$ cat src/rtl/mmss_timer.sv
// mmss_timer
// Minutes:seconds BCD timer driven by the 1 Hz tick pulse. Counts up as a
// stopwatch or down from a loaded preset, under start/stop/clear/load pulses.
//
// Ports:
//   clk      system clock
//   rst      synchronous active-high reset
//   tick     one-cycle pulse from the tick generator
//   start    pulse: begin/resume counting (IDLE/PAUSE -> RUN)
//   stop     pulse: pause counting (RUN -> PAUSE)
//   clear    pulse: zero the digits, return to IDLE
//   load     pulse: load preset (not while RUN)
//   dir      0 = count up, 1 = count down (sampled at each step)
//   preset   BCD preset {M1,M0,S1,S0}
//   digits   BCD time {M1,M0,S1,S0}
//   state    IDLE=00, RUN=01, PAUSE=10, DONE=11
//   running  high while RUN
//   done     high while DONE
//   wrap     one-cycle pulse on an up-count 59:59 -> 00:00

module mmss_timer #(
    parameter int TICK_DIV = 1
) (
    input  logic        clk,
    input  logic        rst,
    input  logic        tick,
    input  logic        start,
    input  logic        stop,
    input  logic        clear,
    input  logic        load,
    input  logic        dir,
    input  logic [15:0] preset,
    output logic [15:0] digits,
    output logic [1:0]  state,
    output logic        running,
    output logic        done,
    output logic        wrap
);

    typedef enum logic [1:0] {
        IDLE  = 2'b00,
        RUN   = 2'b01,
        PAUSE = 2'b10,
        DONE  = 2'b11
    } state_t;

    state_t      cur;
    logic [7:0]  prescale;

    logic        preset_ok;
    logic        is_zero;
    logic        at_div;
    logic [15:0] up_val;
    logic [15:0] dn_val;
    logic        up_wraps;

    assign state   = cur;
    assign running = (cur == RUN);
    assign done    = (cur == DONE);

    assign preset_ok = (preset[15:12] <= 4'd5) && (preset[11:8] <= 4'd9) &&
                       (preset[7:4]   <= 4'd5) && (preset[3:0]  <= 4'd9);
    assign is_zero   = (digits == 16'h0000);
    // The TICK_DIV-th counted tick is the one seen while the prescaler
    // already holds TICK_DIV-1.
    assign at_div    = (prescale == 8'(TICK_DIV - 1));
    assign up_wraps  = (digits == 16'h5959);

    // BCD increment with carries S0(9) -> S1(5) -> M0(9) -> M1(5).
    always_comb begin
        up_val = digits;
        if (digits[3:0] != 4'd9) begin
            up_val[3:0] = digits[3:0] + 4'd1;
        end else begin
            up_val[3:0] = 4'd0;
            if (digits[7:4] != 4'd5) begin
                up_val[7:4] = digits[7:4] + 4'd1;
            end else begin
                up_val[7:4] = 4'd0;
                if (digits[11:8] != 4'd9) begin
                    up_val[11:8] = digits[11:8] + 4'd1;
                end else begin
                    up_val[11:8] = 4'd0;
                    if (digits[15:12] != 4'd5)
                        up_val[15:12] = digits[15:12] + 4'd1;
                    else
                        up_val[15:12] = 4'd0;
                end
            end
        end
    end

    // BCD decrement with mirrored borrows. Only used when digits != 0000,
    // so the M1 nibble never underflows.
    always_comb begin
        dn_val = digits;
        if (digits[3:0] != 4'd0) begin
            dn_val[3:0] = digits[3:0] - 4'd1;
        end else begin
            dn_val[3:0] = 4'd9;
            if (digits[7:4] != 4'd0) begin
                dn_val[7:4] = digits[7:4] - 4'd1;
            end else begin
                dn_val[7:4] = 4'd5;
                if (digits[11:8] != 4'd0) begin
                    dn_val[11:8] = digits[11:8] - 4'd1;
                end else begin
                    dn_val[11:8] = 4'd9;
                    if (digits[15:12] != 4'd0)
                        dn_val[15:12] = digits[15:12] - 4'd1;
                    else
                        dn_val[15:12] = 4'd0;
                end
            end
        end
    end

    // Control chain in priority order. A control that has no effect in the
    // current state (load in RUN or with a bad preset, stop outside RUN,
    // start where not allowed) falls through to the next one, so it never
    // swallows a tick. An effective stop does take the whole cycle.
    always_ff @(posedge clk) begin
        if (rst) begin
            digits   <= 16'h0000;
            cur      <= IDLE;
            prescale <= 8'd0;
            wrap     <= 1'b0;
        end else begin
            wrap <= 1'b0;
            if (clear) begin
                digits   <= 16'h0000;
                cur      <= IDLE;
                prescale <= 8'd0;
            end else if (load && (cur != RUN) && preset_ok) begin
                digits   <= preset;
                cur      <= IDLE;
                prescale <= 8'd0;
            end else if (stop && (cur == RUN)) begin
                cur <= PAUSE;
            end else if (start && ((cur == IDLE) || (cur == PAUSE)) &&
                         !(dir && is_zero)) begin
                cur <= RUN;
            end else if (tick && (cur == RUN)) begin
                if (at_div) begin
                    prescale <= 8'd0;
                    if (!dir) begin
                        digits <= up_val;
                        wrap   <= up_wraps;
                    end else if (is_zero) begin
                        // Direction flipped to down while already at zero.
                        cur <= DONE;
                    end else begin
                        digits <= dn_val;
                        if (dn_val == 16'h0000)
                            cur <= DONE;
                    end
                end else begin
                    prescale <= prescale + 8'd1;
                end
            end
        end
    end

endmodule

$ cat config.mk
export PLATFORM = sky130hd
export DESIGN_NAME = mmss_timer
export DESIGN_NICKNAME = d
export VERILOG_FILES = /design/src/rtl/mmss_timer.sv
export SDC_FILE = /design/constraint.sdc
export NUM_CORES = 1
export LEC_CHECK = 0
export CORE_MARGIN = 1.5
export CORE_UTILIZATION = 46
export CTS_BUF_LIST = sky130_fd_sc_hd__clkbuf_8 sky130_fd_sc_hd__clkbuf_16
export DETAILED_ROUTE_END_ITERATION = 6
export GPL_ROUTABILITY_DRIVEN = 0
export PLACE_DENSITY = 0.76
export SYNTH_ARGS = -nofsm -noshare
export SYNTH_HDL_FRONTEND = slang
export SYNTH_SLANG_ARGS = --single-unit
$ cat constraint.sdc
create_clock -name clk -period 1.8 [get_ports clk]
set_input_delay 0.27 -clock clk [delete_from_list [all_inputs] [get_ports clk]]
set_output_delay 0.27 -clock clk [all_outputs]
set_load 0.1 [all_outputs]
==> summary.md <==
| Metric | Value |
|---|---|
| Status | `finished with violations` |
| Violated checks | `negative setup slack` |
| Share of layout cells above drive strength 1 | `46.8%` |
| Initial core utilization | `48.0%` |
| DR pass1 iterations | `7` |
| Num CTS Buffers | `3` |
| Final setup fails | `17` |
| Largest net degree at the start of global routing | `17` |
| CTS tree | `done` |
| RSZ-0062 raised after global routing | `true` |
| # H-tree levels | `1` |
| Max-cap violations | `0` |
| Commonest non-fill, non-tap cells in the layout | `buf_4 (80), nor2_1 (21), clkdlybuf4s50_1 (21), buf_12 (21), dfxtp_4 (17)` |
| Synth warnings | `0` |
| Multi-input gate area | `between 0.0015 and 0.002 sq mm` |
| VDD IR-drop max | `about 340 uV` |
| R2R setup slack | `-310 ps` |
| Mapped Avg Cell Area | `7.69 sq um` |
| Worst setup EP type | `register` |
| Cells on worst reg2reg path | `7` |
| Pwr/cell area | `~350 mW/mm^2` |
| CTS sink count | `27` |
| FILL cells | `207` |
| CTS root buf | `clkbuf_8` |
| Final WS setup | `-308 ps` |
| Yosys cell types | `58` |
| Critical R2R Launch | `digits[4]` |
| Hold EP | `state[1]` |
| Longest Clk Path Bufs | `2` |
| Vias per std cell | `6.74` |
| Register area | `between 600 and 700 sq um` |
| Syn_nets | `300` |
| Height of the die | `about 71 um` |
| Pleak | `1.47 nW` |
| Initial antenna violation count | `0` |
| Vias | `2986` |
| Ys flop type | `dfxtp_1` |
| Antenna-violating nets left | `0` |
| CP startpoint kind | `register` |
| Number of global-route vias before repair | `about 2700` |
| Asr flop ratio synth | `0%` |
| DIE AREA | `around 0.0050 sq mm` |
| First-pass GRT wire length | `around 13000 um` |
| Number of port buffers | `44` |
| Gr usage total | `between 30% and 40%` |
| Final Critical Period | `2110 ps` |
| Worst-path clk slew | `110 ps` |
| Tot Pwr | `between 1 and 1.5 mW` |
| Max Clock Freq | `approximately 0.47 GHz` |
| Placeable Area | `0.00438 sq mm` |
| Min-delay src | `stop` |
| Grt total ovfl | `0` |
| Crit Path Class | `register to register` |
| Synthesis-to-layout area growth | `82.2%` |
| Final hold viol count | `0` |
| Most common cell after layout, fill and taps aside | `buf_4` |
| # DRC | `0` |
| Final setup TNS | `-2150 ps` |
| Mapped cell area | `about 0.0021 sq mm` |
| Crit-path max FO | `4` |
| Sequential element share of the synthesized area | `25.7%` |
| Worst Max-Slew Pin Slew | `around 470 ps` |
| Final core utilization | `between 80 and 90%` |
| Ant diodes | `0` |
| Power share of the sequential group | `a little over two fifths` |
| Arr. time, crit path | `between 2000 and 2500 ps` |
| Sw frac | `about a third` |
| Post-synthesis register bit count | `27` |
| Max-slew violations | `0` |
| Number of enable flip-flop cells after synthesis | `0` |
| WP data required | `around 2000 ps` |
| Crit share post-route | `117%` |
| Rows | `24` |
| Worst slew margin relative to its limit | `between 60% and 70%` |
| Clock insertion delay at the later pin of the skew report | `about 280 ps` |
| Dpl hpwl | `about 5500 um` |
| Layout net count | `418` |
| Pint | `~0.92 mW` |
| HP Class | `input port to register` |
| Clock share of power | `27.5%` |
| Clock Skew | `approximately 9 ps` |
| Psw | `0.436 mW` |
| Hold path depth | `3` |
| DR iter-0 viols | `between 500 and 600` |
| Cells after Synth | `between 200 and 300` |
| WL final | `9650 um` |
| Combinational fraction of design power | `29.4%` |
| Per-cell routed wire length | `21.8 um` |
| I/O pin count | `45` |
| R2R Path End | `digits[1]` |
| Horiz. Die Dim | `70.7 um` |
per-stage QoR:
step	setup WS [ps]	hold WS, ps	instance area (sq um)	cells
after floorplan	-232	400	2260	274
after global placement	-377	519	3410	427
after detailed placement	-482	547	3410	427
after CTS	-72.6	446	3590	436
after global routing	-269	466	3840	443
final	-308	451	3840	443
critical path: stages, from the launching register on:
cell and delay (ps):
dfxtp_4 390, nor4_4 400, buf_4 220, nand4b_1 120, buf_6 160, o21ai_2 200, o21ai_0 170, a211oi_1 320
power groups by stage:
| stage | clock, mW | combinational (mW) | sequential (mW) |
|---|---|---|---|
| 2_1_floorplan | 0 | 0.119 | 0.625 |
| 3_3_place_gp | 0 | 0.312 | 0.597 |
| 3_5_place_dp | 0 | 0.316 | 0.597 |
| 4_1_cts | 0.378 | 0.333 | 0.584 |
| 5_1_grt | 0.406 | 0.414 | 0.585 |
| 6_report | 0.374 | 0.400 | 0.585 |
Yosys cell counts (8+ instances only):
cell | n | area share, %
clkbuf_1 | 8 | 1.4
dfxtp_1 | 27 | 26
o21ai_0 | 21 | 5.0
nand2_1 | 17 | 3.0
a211oi_1 | 8 | 2.9
inv_1 | 9 | 1.6
buf_2 | 8 | 1.9
nor2b_1 | 8 | 2.4
a31oi_1 | 8 | 2.4
nand3_1 | 16 | 3.8
nor2_1 | 23 | 4.1
a21oi_1 | 15 | 3.6
how the worst max path moves through the flow:
stage	endpoint	cells after the start	slack, ps	startpoint
3_3_place_gp	digits[15]	7	-380	tick
3_5_place_dp	digits[15]	7	-480	tick
2_1_floorplan	digits[10]	6	-230	digits[7]
6_report	digits[1]	7	-310	digits[4]
4_1_cts	digits[7]	6	-70	digits[4]
5_1_grt	digits[1]	7	-270	digits[4]
layout make-up:
cell class / count / share of cell area (%)
well taps: 52 / 1.70
multi-input cells: 219 / 45.4
inverters: 10 / 1.08
flip-flops and latches: 27 / 15.8
clock inverters: 1 / 0.163
repair buffers: 131 / 34.8
clock buffers: 3 / 1.08
flip-flops by register name, indices dropped and copies added, names as in the netlist:
name and cells:
digits 16, prescale 8, state 2, wrap 1
what timing repair did:
item | CTS | global route
endpoints found under the setup margin | 19 | 21
gates resized for setup | 20 | 41
pin swaps | 10 | 22
buffers inserted | 5 | 7
hold buffers | 0 | 0
metal layers:
| layer | vias up | GRT usage, % | wire (um) |
|---|---|---|---|
| met4 | 0 | 12.4 | 575 |
| met1 | 1389 | 40.2 | 3560 |
| met2 | 267 | 55.7 | 4470 |
| li1 | 1267 | - | - |
| met3 | 63 | 5.27 | 1040 |
| met5 | - | 0 | 0 |
kinds of logic (layout without fill, tap and decap cells):
| group | Yosys count | after routing | share of synthesized area, % |
|---|---|---|---|
| adders and majority gates | 2 | 2 | 1.19 |
| muxes | 4 | 4 | 1.90 |
| AOI/OAI and AO/OA | 84 | 84 | 26.7 |
| xor gates and xnor gates | 11 | 11 | 4.58 |
| and+or+nand+nor | 118 | 118 | 33.7 |
| DFF | 27 | 27 | 25.7 |
| buffers and inverters | 28 | 145 | 6.18 |
Power figures use the tool's default switching activity.
